==> src/rtl/uart_tx_sched.sv <==
// Round-robin scheduler sharing one UART transmitter between N_REQ byte producers.
// Handles launch handshake, busy tracking, inter-frame gap and burst hold.
module uart_tx_sched #(
    parameter int N_REQ        = 4,
    parameter int DATA_W       = 8,
    parameter int MAX_BURST    = 4,
    parameter int GAP_CYCLES   = 2,
    parameter int BUSY_TIMEOUT = 16
) (
    input  logic                    clk,
    input  logic                    reset,
    input  logic [N_REQ-1:0]        req,
    input  logic [N_REQ-1:0]        req_last,
    input  logic [N_REQ*DATA_W-1:0] req_data,
    output logic [N_REQ-1:0]        ack,
    output logic [N_REQ-1:0]        grant,
    output logic                    tx_start,
    output logic [DATA_W-1:0]       tx_data,
    input  logic                    tx_busy,
    output logic                    timeout_err
);

    localparam int IW = (N_REQ > 1) ? $clog2(N_REQ) : 1;
    localparam logic [N_REQ-1:0] ONE = N_REQ'(1);
    localparam logic [7:0] GAP_LAST =
        (GAP_CYCLES == 0) ? 8'd0 : 8'(GAP_CYCLES - 1);
    localparam logic [15:0] TO_LAST = 16'(BUSY_TIMEOUT - 1);
    localparam logic [3:0] BURST_MAX = 4'(MAX_BURST);

    typedef enum logic [2:0] {
        IDLE,
        LAUNCH,
        WAIT_BUSY,
        WAIT_DONE,
        GAP
    } state_t;

    state_t          state;
    logic [IW-1:0]   ptr;
    logic [IW-1:0]   owner;
    logic [IW-1:0]   pick_idx;
    logic            pick_ok;
    logic [3:0]      bcnt;
    logic            last_q;
    logic [7:0]      gcnt;
    logic [15:0]     tcnt;
    logic            owner_req;
    logic            cont;

    // Search ptr+1, ptr+2, ... with wrap; the nearest set bit wins.
    always_comb begin
        pick_ok  = 1'b0;
        pick_idx = '0;
        for (int k = N_REQ; k >= 1; k--) begin
            if (req[(int'(ptr) + k) % N_REQ]) begin
                pick_ok  = 1'b1;
                pick_idx = IW'((int'(ptr) + k) % N_REQ);
            end
        end
    end

    assign owner_req = req[owner];
    assign cont      = owner_req && !last_q && (bcnt < BURST_MAX);

    always_ff @(posedge clk) begin
        if (!reset) begin
            state       <= IDLE;
            ptr         <= IW'(N_REQ - 1);
            owner       <= '0;
            bcnt        <= '0;
            last_q      <= 1'b0;
            gcnt        <= '0;
            tcnt        <= '0;
            ack         <= '0;
            grant       <= '0;
            tx_start    <= 1'b0;
            tx_data     <= '0;
            timeout_err <= 1'b0;
        end else begin
            ack      <= '0;
            tx_start <= 1'b0;
            unique case (state)
                IDLE: begin
                    if (pick_ok) begin
                        grant <= ONE << pick_idx;
                        owner <= pick_idx;
                        bcnt  <= '0;
                        state <= LAUNCH;
                    end
                end
                LAUNCH: begin
                    if (!owner_req) begin
                        grant <= '0;
                        ptr   <= owner;
                        state <= IDLE;
                    end else if (!tx_busy) begin
                        tx_start <= 1'b1;
                        tx_data  <= req_data[owner*DATA_W +: DATA_W];
                        ack      <= grant;
                        bcnt     <= bcnt + 4'd1;
                        last_q   <= req_last[owner];
                        tcnt     <= '0;
                        state    <= WAIT_BUSY;
                    end
                end
                WAIT_BUSY: begin
                    if (tx_busy) begin
                        state <= WAIT_DONE;
                    end else if (tcnt == TO_LAST) begin
                        timeout_err <= 1'b1;
                        gcnt        <= '0;
                        state       <= GAP;
                    end else begin
                        tcnt <= tcnt + 16'd1;
                    end
                end
                WAIT_DONE: begin
                    if (!tx_busy) begin
                        gcnt  <= '0;
                        state <= GAP;
                    end
                end
                GAP: begin
                    if (gcnt == GAP_LAST) begin
                        if (cont) begin
                            state <= LAUNCH;
                        end else begin
                            grant <= '0;
                            ptr   <= owner;
                            state <= IDLE;
                        end
                    end else begin
                        gcnt <= gcnt + 8'd1;
                    end
                end
                default: state <= IDLE;
            endcase
        end
    end

endmodule

==> config.mk <==
export PLATFORM = sky130hd
export DESIGN_NAME = uart_tx_sched
export DESIGN_NICKNAME = d
export VERILOG_FILES = /design/src/rtl/uart_tx_sched.sv
export SDC_FILE = /design/constraint.sdc
export NUM_CORES = 1
export LEC_CHECK = 0
export BUFFER_PORTS_ARGS = -buffer_cell sky130_fd_sc_hd__clkbuf_2
export CELL_PAD_IN_SITES_DETAIL_PLACEMENT = 1
export CELL_PAD_IN_SITES_GLOBAL_PLACEMENT = 2
export CORE_MARGIN = 2
export CORE_UTILIZATION = 36
export CTS_BUF_LIST = sky130_fd_sc_hd__clkbuf_4 sky130_fd_sc_hd__clkbuf_8
export CTS_CLUSTER_SIZE = 40
export DETAILED_ROUTE_END_ITERATION = 10
export PLACE_DENSITY = 0.95
export SYNTH_ARGS = -nofsm -noshare
export SYNTH_HDL_FRONTEND = slang
export SYNTH_SLANG_ARGS = --single-unit
==> constraint.sdc <==
create_clock -name clk -period 3.5 [get_ports clk]
set_clock_uncertainty 0.2 [all_clocks]
set_input_delay 0.7 -clock clk [delete_from_list [all_inputs] [get_ports clk]]
set_output_delay 0.7 -clock clk [all_outputs]
set_load 0.01 [all_outputs]
==> run summary <==
* die width: 92.5 um
* cell taking the most area after synthesis: sky130_fd_sc_hd__dfxtp_1
* Post-Synthesis Net Count: 366
* number of vias in the routed layout: 2607
* layout cell share with drive strength beyond 1: 23.4%
* worst slew pin tran: 627 ps
* Reg2Reg Capture Point: gcnt[3]$_SDFFE_PN0P_
* count of fill cells added during filler insertion: 927
* Synth top area share: 38.4%
* CP Cell Sequence: or3b_1 -> a21oi_1 -> o21ba_2 -> or3_1 -> a21oi_1
* gr usage total: 17.9%
* area taken by multi-input logic gates: 1640 um2
* r2r startpoint: state[2]$_SDFFE_PN0P_
* min Tclk post-route: 2630 ps
* library cell with the highest instance count after synthesis: sky130_fd_sc_hd__dfxtp_1
* # nets final: 422
* Sequential Area: 1080 um2
* final global-route overflow total: 0
* worst setup slack after placement: 771 ps
* clock tree buffer depth: 2
* number of I/O port buffers: 60
* clock transition at the registers of the reported paths: 100 ps
* Clock Sinks: 54
* initial core utilization: 36.8%
* Setup Total Neg Slack: 0 ps
* YS warnings: 0
* worst voltage drop across the vdd grid: 0.230 mV
* CTS Buf Count: 5
* CTS tree: built
* reg-to-reg setup timing slack: 870 ps
* Final Hold Viols: 0
* biggest area contributors in the synthesized netlist: sky130_fd_sc_hd__dfxtp_1 38%, sky130_fd_sc_hd__mux4_2 8.0%, sky130_fd_sc_hd__nand2_1 6.4%
* post-route clock period utilization: 75.0%
* normalized max-slew margin: 57.9%
* type of the worst min-delay path: flip-flop to flip-flop
* capture point of the worst path: gcnt[3]$_SDFFE_PN0P_
* count of routing violations after the opening detailed-route iteration: 27
* dpl cells: 470
* core area: 7650 um2
* Die H: 92.5 um
* crit path DAT: 2670 ps
* maximum clock frequency: 0.381 GHz
* Worst Setup End Kind: flip-flop
* CP max FO: 16
* power density relative to cell area: 457 nW/um2
* critical path startpoint category: flip-flop
* final instance count without filler cells: 478
* total setup buffers inserted after CTS: 0
* residual DRC count: 0
* vias per cell: 5.45
* maximum number of pins on one net before global-route repair: 19
* Root Driver: sky130_fd_sc_hd__clkbuf_8
* vias in the first global route: 2685
* leakage power: 1.31 nW
* netlist area before placement: 2820 um2
* number of instances in the synthesized netlist: 319
* total wirelength of the detailed-routed design: 7260 um
* result of the run: complete, no violations
* portion of the post-synthesis area used by sequential elements: 38.4%
* Crit path required time: 3540 ps
* Diodes inserted: 0
* number of gates given a new drive strength after cts: 0
* Syn-to-layout area delta: 17.1%
* async set or reset register ratio after synthesis: 0%
* crit path max-delay cell type: sky130_fd_sc_hd__dfxtp_1
* cell seen most often among critical-path stages: sky130_fd_sc_hd__a21oi_1
* Cell variety after synth: 51
* Fin Hold WS: 259 ps
* number of rows created at floorplan: 32
* die area: 8550 um2
* register bit total from synthesis: 54
* delay of the slowest critical-path stage: 620 ps
* worst setup path start: state[2]$_SDFFE_PN0P_
* placer congestion estimate: 0.742
* Top FF cell, synth: sky130_fd_sc_hd__dfxtp_1
* synth cell count leaders: 54 x sky130_fd_sc_hd__dfxtp_1, 48 x sky130_fd_sc_hd__nand2_1, 27 x sky130_fd_sc_hd__a21oi_1
* average instance area after synthesis: 8.83 um2
* I/O pin count: 61
* unrepaired setup endpoints after global routing: no
* H-tree level count: 2
* number of nets with antenna violations after detailed routing: 0
* number of endpoints failing setup at the final stage: 0
* startpoint of the lowest-slack hold path: tx_data[2]$_SDFFE_PN0P_
* 1st-pass router iterations: 3
* detail-routed net length per standard cell: 15.2 um
* number of buffers inserted for hold repair after clock tree synthesis: 0
* reg2reg path depth: 5
* HPWL reported at the end of detailed placement: 5400 um
* classification of the worst setup path: flip-flop to flip-flop
* number of enable flip-flop cells after synthesis: 0
* fin. max-slew vios: 0
* first-pass GRT wire length: 12500 um
* antenna violations before repair: 0
* final worst-path setup slack: 874 ps
* clock insertion delay at the later pin of the skew report: 310 ps
* # Max-Cap Violations: 0
==> layout by cell type (no fill, tap or decap), types with 8 or more instances in the layout <==
cell / Yosys / final
sky130_fd_sc_hd__a21oi_1: 27 / 27
sky130_fd_sc_hd__and3_1: 9 / 9
sky130_fd_sc_hd__clkbuf_2: 0 / 60
sky130_fd_sc_hd__dfxtp_1: 54 / 54
sky130_fd_sc_hd__mux2i_1: 12 / 12
sky130_fd_sc_hd__mux4_2: 10 / 10
sky130_fd_sc_hd__nand2_1: 48 / 48
sky130_fd_sc_hd__nand3_1: 10 / 10
sky130_fd_sc_hd__nand4_1: 8 / 8
sky130_fd_sc_hd__nor2_1: 21 / 21
sky130_fd_sc_hd__o21ai_0: 13 / 13
sky130_fd_sc_hd__or3_1: 11 / 11
==> critical path, delay by kind of cell, from the launching register on <==
kind,cells,cell delay (ps)
flip-flops,1,620
AO/OA/AOI/OAI,3,920
AND/OR/NAND/NOR,2,820
==> metrics by stage <==
stage	power (W)	utilization (%)	instance area, um2
floorplan	0.00104	-	2820
global placement	0.00114	41.9	3210
detailed placement	0.00116	41.9	3210
CTS	0.00153	43.2	3300
global route	0.00161	43.2	3300
finish	0.00151	43.2	3300
==> sequential cells by signal (all words and copies together), names as in the netlist, 2 cells and up <==
name	flops
owner	2
tx_data	8
grant	4
ptr	2
bcnt	4
tcnt	16
gcnt	8
ack	4
state	3
==> kinds of logic (layout without fill, tap and decap cells) <==
family	count (synthesis)	count (layout)	share of synthesized area, %
AOI/OAI and AO/OA	64	64	14.6
xor gates and xnor gates	10	10	3.11
adders and majority gates	4	4	1.78
buffers and inverters	21	78	3.29
DFF	54	54	38.4
muxes	22	22	12.3
and+or+nand+nor	144	144	26.6
==> per-layer routing <==
| layer | wire length (um) | GRT usage (%) |
|---|---|---|
| met4 | 125 | 5.35 |
| met1 | 3180 | 21.5 |
| met3 | 239 | 3.50 |
| met2 | 3720 | 32.2 |
| met5 | 0 | 0 |
==> report_power, final <==
part / internal (W) / total (W) / switching (W) / leakage [nW]
clock network: 0.000160 / 0.000367 / 0.000207 / 0.0472
logic: 0.000202 / 0.000423 / 0.000222 / 0.828
registers: 0.000659 / 0.000719 / 0.0000604 / 0.437
==> cell type report <==
class                      instances  area share [%]
sequential                        54            32.8
clock inverter                     2           0.379
inverter                           6           0.682
tap                              102            3.87
multi-input combinational        244            49.8
timing repair buffer              64            10.0
clock buffer                       6            2.50
==> worst min path at each step <==
stage,to,slack (ps),depth (start not counted)
3_5_place_dp,tx_data[2]$_SDFFE_PN0P_,250,2
4_1_cts,tx_data[2]$_SDFFE_PN0P_,260,2
5_1_grt,tx_data[2]$_SDFFE_PN0P_,290,2
2_1_floorplan,last_q$_SDFFE_PN0P_,240,2
6_report,tx_data[2]$_SDFFE_PN0P_,260,2
3_3_place_gp,tx_data[7]$_SDFFE_PN0P_,240,2
(Power assumes the default switching activity.)
